$ cat config.mk
export PLATFORM = sky130hd
export DESIGN_NAME = encoder4_2_event
export DESIGN_NICKNAME = d
export VERILOG_FILES = /design/src/rtl/encoder4_2_event.sv
export SDC_FILE = /design/constraint.sdc
export NUM_CORES = 1
export LEC_CHECK = 0
export CAP_MARGIN = 10
export CELL_PAD_IN_SITES_DETAIL_PLACEMENT = 1
export CELL_PAD_IN_SITES_GLOBAL_PLACEMENT = 2
export CORE_ASPECT_RATIO = 1.4
export CORE_UTILIZATION = 30
export DETAILED_ROUTE_END_ITERATION = 16
export PLACE_DENSITY = 0.71
export SETUP_SLACK_MARGIN = 0.5
export SKIP_CTS_REPAIR_TIMING = 1
export SKIP_LAST_GASP = 1
export SYNTH_ARGS = -nofsm -noshare
export SYNTH_HDL_FRONTEND = slang
export SYNTH_SLANG_ARGS = --single-unit
$ cat constraint.sdc
create_clock -name clk -period 1.1 [get_ports clk]
set_clock_uncertainty 0.05 [all_clocks]
set_input_delay 0.22 -clock clk [delete_from_list [all_inputs] [get_ports clk]]
set_output_delay 0.22 -clock clk [all_outputs]
set_load 0.1 [all_outputs]
$ cat src/rtl/encoder4_2_event.sv
// Four-line event encoder: synchronizes asynchronous lines, latches rising edges as pending
// events and presents the highest-priority one as a 2-bit code over a valid/ready handshake.
module encoder4_2_event #(
  parameter int SYNC_STAGES = 2,
  parameter bit HIGH_FIRST  = 1'b1
) (
  input  logic       clk,
  input  logic       rst_n,
  input  logic       enable,
  input  logic [3:0] in_line,
  input  logic       ready,
  input  logic       clr_ovf,
  output logic       A,
  output logic       B,
  output logic       valid,
  output logic [3:0] pending,
  output logic       overflow
);

  // Handshake: a code is transferred on every rising clk edge where valid && ready.
  // valid only rises from IDLE and stays high with A/B frozen until that transfer.
  typedef enum logic {IDLE = 1'b0, PRESENT = 1'b1} state_t;

  state_t                          state_q, state_d;
  logic [SYNC_STAGES-1:0][3:0]     sync_q;
  logic [3:0]                      sync_out;
  logic [3:0]                      prev_q;
  logic [3:0]                      rise_q;
  logic [3:0]                      clear_vec;
  logic [3:0]                      capture;
  logic [3:0]                      pending_d;
  logic                            ovf_hit;
  logic                            overflow_d;
  logic                            load;
  logic                            accept;

  function automatic logic [1:0] pick(input logic [3:0] p);
    logic [1:0] r;
    r = 2'b00;
    if (HIGH_FIRST) begin
      for (int i = 0; i < 4; i++) if (p[i]) r = i[1:0];
    end else begin
      for (int i = 3; i >= 0; i--) if (p[i]) r = i[1:0];
    end
    return r;
  endfunction

  assign sync_out = sync_q[SYNC_STAGES-1];

  // Edge detection is registered so the rise reaches pending one cycle after the edge flop.
  always_ff @(posedge clk or negedge rst_n) begin
    if (!rst_n) begin
      sync_q <= '0;
      prev_q <= '0;
      rise_q <= '0;
    end else begin
      sync_q <= {sync_q[SYNC_STAGES-2:0], in_line};
      prev_q <= sync_out;
      rise_q <= sync_out & ~prev_q;
    end
  end

  assign accept    = valid & ready;
  assign clear_vec = accept ? (4'b0001 << {A, B}) : 4'b0000;
  assign capture   = enable ? rise_q : 4'b0000;
  assign pending_d = (pending & ~clear_vec) | capture;
  // A rise on a line still pending (and not being accepted now) is a lost event.
  assign ovf_hit   = |(capture & pending & ~clear_vec);
  assign overflow_d = ovf_hit ? 1'b1 : (clr_ovf ? 1'b0 : overflow);

  always_comb begin
    state_d = state_q;
    load    = 1'b0;
    case (state_q)
      IDLE: begin
        if (enable && (pending != 4'b0000)) begin
          state_d = PRESENT;
          load    = 1'b1;
        end
      end
      PRESENT: begin
        if (ready) state_d = IDLE;
      end
      default: state_d = IDLE;
    endcase
  end

  always_ff @(posedge clk or negedge rst_n) begin
    if (!rst_n) begin
      state_q  <= IDLE;
      valid    <= 1'b0;
      A        <= 1'b0;
      B        <= 1'b0;
      pending  <= 4'b0000;
      overflow <= 1'b0;
    end else begin
      state_q  <= state_d;
      valid    <= (state_d == PRESENT);
      if (load) {A, B} <= pick(pending);
      pending  <= pending_d;
      overflow <= overflow_d;
    end
  end

endmodule

Word level (Yosys, flattened, before mapping) --
Index checks and enable logic that the tools add are counted.
Cells by class: bitwise gates (word level) 9, shift operators 1, reduce and logical (&&, ||, !) cells 4, mux-type cells 11
Operator list (number):
- AND 4 bit | 4
- 2-to-1 mux 4 bit | 2
- inverter 4 bit | 2
- 2-to-1 mux 1 bit | 6
- 2-to-1 mux 2 bit | 2
- bitwise OR 4 bit | 1
- nonzero test 4 bit | 1
- OR reduction 4 bit | 1
- left shift 1 x 2 -> 4 bit (first input constant) | 1
- one-hot mux 1 bit (2 select lines) | 1
- nonzero test 2 bit | 1
- AND 1 bit | 1
- logical AND 1 bit | 1
- inverter 1 bit | 1
Storage, ports and cells: word-level logic and storage cells 34, register bits after elaboration 24, output and inout bits 8, bits of input ports 9

Longest topological paths before layout --
Gate-level depths: netlist of run 1.
depth in word-level cells 6, mapped depth 4

Worst setup path after synthesis of run 1 --
OpenSTA, ideal clock, no wires.
path kind reg-to-reg, start point register pending[3], end point register B, data arrival time 1.562 ns, data required time 0.970 ns, setup slack -0.592 ns, clock period less this slack 1.692 ns, cell stages (with the launch flop) 4, library setup time 0.080 ns, path through dfrtp_1 > or2_4 > o31ai_4 > mux2i_1
On the way: cells in the longest elaborated chain, start to end 4
Ends and longest elaborated chain:
- start, declared | line 16 | output logic [3:0] pending,
- start signal, assigned | line 100 | pending <= pending_d;
- nonzero test 4 bit | line 76 | if (enable && (pending != 4'b0000)) begin
- logical AND 1 bit | line 76
- 2-to-1 mux 1 bit | line 76
- 2-to-1 mux 1 bit | line 74 | case (state_q)
- end signal, assigned | line 99 | if (load) {A, B} <= pick(pending);
- end, declared | line 14 | output logic B,
Several ways; a longest one is shown, not always the timed one. A chain may end at the register's enable or synchronous reset.

==> results_dict.tcl, run 1 <==
set metrics [dict create \
    finalCriticalPeriod_ps 1390 \
    start_util 0.315 \
    grt_pass1_wl_um 2690 \
    die_x_um 46.3 \
    synthCells 55 \
    place_area_um2 1220 \
    grt_setup_unrepaired "true" \
    syn_area_per_cell_um2 15.0 \
    cap_violations 0 \
    final-setup-viol-count 16 \
    yosysWarnings 0 \
    clockBufferDepth 2 \
    wl_um 1870 \
    final_common_cell "dfrtp_1" \
    powerDensity_nw_per_um2 2910 \
    wire_per_inst_um 14.5 \
    synth-seq-cells 24 \
    viasPerCell 4.59 \
    required_ps 830 \
    tritoncts "done" \
    die_area_um2 2960 \
    ir_drop_mv 1.11 \
    grt_max_degree 25 \
    cts-buffers-inserted 3 \
    first_pass_iters 3 \
    arrival_ps 1120 \
    p_total_mw 4.18 \
    hold-worst-slack_ps 186 \
    place_congestion 0.787 \
    h-tree-depth 1 \
    synth_seq_area_share 0.729 \
    fillCellCount 257 \
    grt.total_usage 0.128 \
    violations "negative setup slack" \
    tightest_slew_ps 297 \
    diodes 0 \
    grt_pass1_vias 564 \
    port-buffer-count 16 \
    finalNonFillerCells 129 \
    dp_hpwl_um 1230 \
    io_pins 17 \
    syn_nets 64 \
    clock_latency_ps 310 \
    areaGrowthSynthToFinish_pct 74.8 \
    status "finished with violations" \
    worst_setup_path_end_kind "output pin" \
    core_region_area_um2 2620 \
    crit_fanout 4 \
    post-route-util 0.550 \
    timing.fmax_mhz 718 \
    layout-drive-gt1-share 0.538 \
    multi_input_area_um2 269 \
    drt_iter0_drc 2 \
    leakagePower_nw 0.624 \
    relSlewSlack 0.801 \
    die_h_um 64.0 \
    finalCritPeriodShare 1.27 \
    ff_latch_area_um2 628 \
    min_path_type "in -> async" \
    antenna_left 0 \
    drc 0 \
    yosysUniqueCellTypes 19 \
    final_cell_mix "16 x dfrtp_1, 10 x buf_6, 9 x buf_12" \
    overflow 0 \
    row_count 22 \
    slew_viol_final 0 \
    path_clk_slew_ps 120 \
    dp_cells 115 \
    nets 103 \
    antenna_found_initial 0 \
    cts-root-buf "clkbuf_4" \
    hold_violations 0 \
    critical_path_class "reg -> out" \
    numClockSinks 24 \
    final_area_um2 1440 \
    startpoint_type "register" \
    netlist_area_um2 823 \
    finalWorstSetupSlack_ps -293 \
    num_vias 592 \
]
[routing by layer]
| metal | track usage | share of wire |
|---|---|---|
| met1 | 0.147 | 0.35 |
| met2 | 0.211 | 0.60 |
| met3 | 0.0226 | 0.035 |
| met4 | 0.0772 | 0.013 |
| met5 | 0 | 0 |
[power breakdown]
group / internal (mW) / switching [mW]
Combinational: 1.02 / 1.33
Sequential: 1.09 / 0.114
Clock: 0.368 / 0.256
[cells in the mapped netlist]
master	instances	share of area
dfrtp_1	24	0.73
nor2b_1	5	0.038
nand4_1	4	0.030
inv_1	3	0.014
a22o_1	2	0.021
a22o_2	2	0.024
nand2_1	2	0.0091
o21ai_0	2	0.012
a21oi_1	1	0.0061
a41oi_1	1	0.011
and2b_1	1	0.0091
buf_2	1	0.0061
mux2i_1	1	0.012
nand3_1	1	0.0061
nand4b_1	1	0.011
nand4bb_1	1	0.014
o2111ai_1	1	0.011
o31ai_4	1	0.026
or2_4	1	0.011
[critical path, stage by stage (launching register included)]
cell and delay [ps]:
dfrtp_4 510, buf_6 140, buf_12 160
[metrics by stage]
stage                     worst slack, ps  TNS [ps]
final                                -293     -3150
after global routing                 -322     -3710
after CTS                            -339     -3150
after detailed placement             -392     -1930
after global placement               -353     -1870
after floorplan                      -340     -1690
[cell families after synthesis]
| kind of cell | Yosys count | synth area share |
|---|---|---|
| DFF | 24 | 0.729 |
| and+or+nand+nor | 16 | 0.128 |
| AOI/OAI and AO/OA | 10 | 0.111 |
| buffers and inverters | 4 | 0.0198 |
| muxes | 1 | 0.0122 |
[flip-flops by register name, summed over array words and instances, names as in the netlist]
register / cells
A: 1
sync_q: 4
prev_q: 4
B: 1
pending: 4
rise_q: 4
sync_out: 4
overflow: 1
state_q: 1
[layout make-up]
class	instances	share of cell area
tap	36	0.0313
inverter	3	0.00783
sequential	24	0.437
timing repair buffer	35	0.301
clock inverter	1	0.0209
multi-input combinational	27	0.187
clock buffer	3	0.0157
[final timing paths]
| check | start | to | slack, ps | depth (start not counted) |
|---|---|---|---|---|
| setup reg to reg | pending[2] | B | -230 | 3 |
| hold reg to reg | sync_q[3] | sync_out[3] | 310 | 0 |
| hold / removal | rst_n | state_q | 190 | 2 |
| min in group clk | in_line[1] | sync_q[1] | 280 | 1 |
| max in group asynchronous | rst_n | overflow | 650 | 2 |
| setup / recovery | state_q | valid | -290 | 2 |
Note: power is estimated with default switching activity, not from simulation.
==> inputs of run 2 (changes only) <==
--- a/config.mk
+++ b/config.mk
@@ -9,6 +9,7 @@
 export CELL_PAD_IN_SITES_DETAIL_PLACEMENT = 1
 export CELL_PAD_IN_SITES_GLOBAL_PLACEMENT = 2
 export CORE_ASPECT_RATIO = 1.4
+export CORE_MARGIN = 2
 export CORE_UTILIZATION = 30
 export DETAILED_ROUTE_END_ITERATION = 16
 export PLACE_DENSITY = 0.71
==> run 2 against run 1 <==
- the run still ends with negative setup slack left
- worst hold slack improved by 28 ps
- highest routed layer unchanged
- die area rose by 7.6%
- sequential share of layout area rose by 0.38 points
- clock power fell by 1%
- cell count fell by 0.78%
==> results_dict.tcl, run 2 (synthesized netlist as in run 1, its figures left out) <==
set metrics [dict create \
    status "finished with violations" \
    violations "negative setup slack" \
    viasPerCell 4.57 \
    cts-root-buf "clkbuf_4" \
    powerDensity_nw_per_um2 2930 \
    critical_path_class "reg -> reg" \
    tritoncts "done" \
    place_congestion 0.781 \
    p_total_mw 4.18 \
    ir_drop_mv 1.18 \
    core_region_area_um2 2620 \
    path_clk_slew_ps 120 \
    cap_violations 0 \
    required_ps 1230 \
    clockBufferDepth 2 \
    h-tree-depth 1 \
    leakagePower_nw 0.621 \
    final-setup-viol-count 15 \
    port-buffer-count 16 \
    slowest_stage "dfrtp_4" \
    num_vias 585 \
    tightest_slew_ps 353 \
    start_util 0.315 \
    crit_chain "buf_4 > buf_6 > nand4b_1 > nand4_1 > nand4_1" \
    cpPeakStageDelay_ps 510 \
    r2r-start "A" \
    arrival_ps 1520 \
    fillCellCount 249 \
    die_h_um 66.0 \
    finalWorstSetupSlack_ps -293 \
    cp-startpoint "A" \
    hold-worst-slack_ps 213 \
    io_pins 17 \
    wl_um 2010 \
    antenna_left 0 \
    final_area_um2 1430 \
    path_common_cell "nand4_1" \
    final_cell_mix "16 x dfrtp_1, 9 x buf_12, 9 x buf_6" \
    die_x_um 48.3 \
    wire_per_inst_um 15.7 \
    drc 0 \
    final_common_cell "dfrtp_1" \
    dp_hpwl_um 1160 \
    finalCritPeriodShare 1.27 \
    first_pass_iters 3 \
    overflow 0 \
    numClockSinks 24 \
    startpoint_type "register" \
    min_path_type "in -> async" \
    grt_pass1_vias 574 \
    post-route-util 0.545 \
    nets 102 \
    finalCriticalPeriod_ps 1390 \
    grt_max_degree 25 \
    timing.fmax_mhz 718 \
    areaGrowthSynthToFinish_pct 73.3 \
    grt_setup_unrepaired "true" \
    grt_pass1_wl_um 2570 \
    clock_latency_ps 300 \
    drt_iter0_drc 2 \
    cts-buffers-inserted 3 \
    layout-drive-gt1-share 0.533 \
    antenna_found_initial 0 \
    slew_viol_final 0 \
    row_count 22 \
    hold_violations 0 \
    place_area_um2 1220 \
    grt.total_usage 0.116 \
    die_area_um2 3190 \
    worst_setup_path_end_kind "register" \
    crit_fanout 3 \
    relSlewSlack 0.764 \
    diodes 0 \
]
run 2: cell types whose count changed in the layout (fill, tap and decap cells not counted):
cell / change
a22o_2: +1
and2b_1: +1
nor2b_1: -1
a22o_4: -1
and2b_2: -1
buf_6: -1
nor2b_4: +1
run 2: power by group:
group          total, mW  switching, mW  internal, mW
Combinational       2.35           1.33          1.01
Sequential          1.22          0.125          1.09
Clock              0.617          0.249         0.368
Total               4.18           1.71          2.48
run 2: critical path: cells and delay by family, from the launching register on:
kind,cells,cell delay [ps]
flip-flops,1,510
buffers and inverters,2,260
AND/OR/NAND/NOR,3,430
run 2: worst paths after layout:
| path | slack, ps | to | cells past startpoint |
|---|---|---|---|
| max | -290 | overflow | 5 |
| min | 210 | A | 2 |
| max reg2reg | -290 | overflow | 5 |
| min reg2reg | 320 | sync_out[0] | 0 |
| max in group asynchronous | 630 | pending[0] | 2 |
| min in group clk | 290 | sync_q[2] | 1 |
run 2: stage by stage:
step	setup slack, ps	setup TNS (ps)	instances
finish	-293	-3480	128
global placement	-340	-1860	115
global route	-364	-4170	128
floorplan	-340	-1690	55
CTS	-335	-3120	119
detailed placement	-357	-1850	115
run 2: cell type report:
cell class	instances	area, um^2	share of cell area
timing repair buffer	34	422	0.296
clock inverter	1	30.0	0.0211
inverter	3	11.3	0.00789
clock buffer	3	22.5	0.0158
tap	36	45.0	0.0316
multi-input combinational	27	268	0.188
sequential	24	628	0.440
run 2: per-layer routing:
layer,vias up,GRT usage,part of all wire
li1,269,-,-
met1,296,0.145,0.36
met2,16,0.183,0.60
met3,4,0.0191,0.029
met4,0,0.0608,0.016
met5,-,0,0
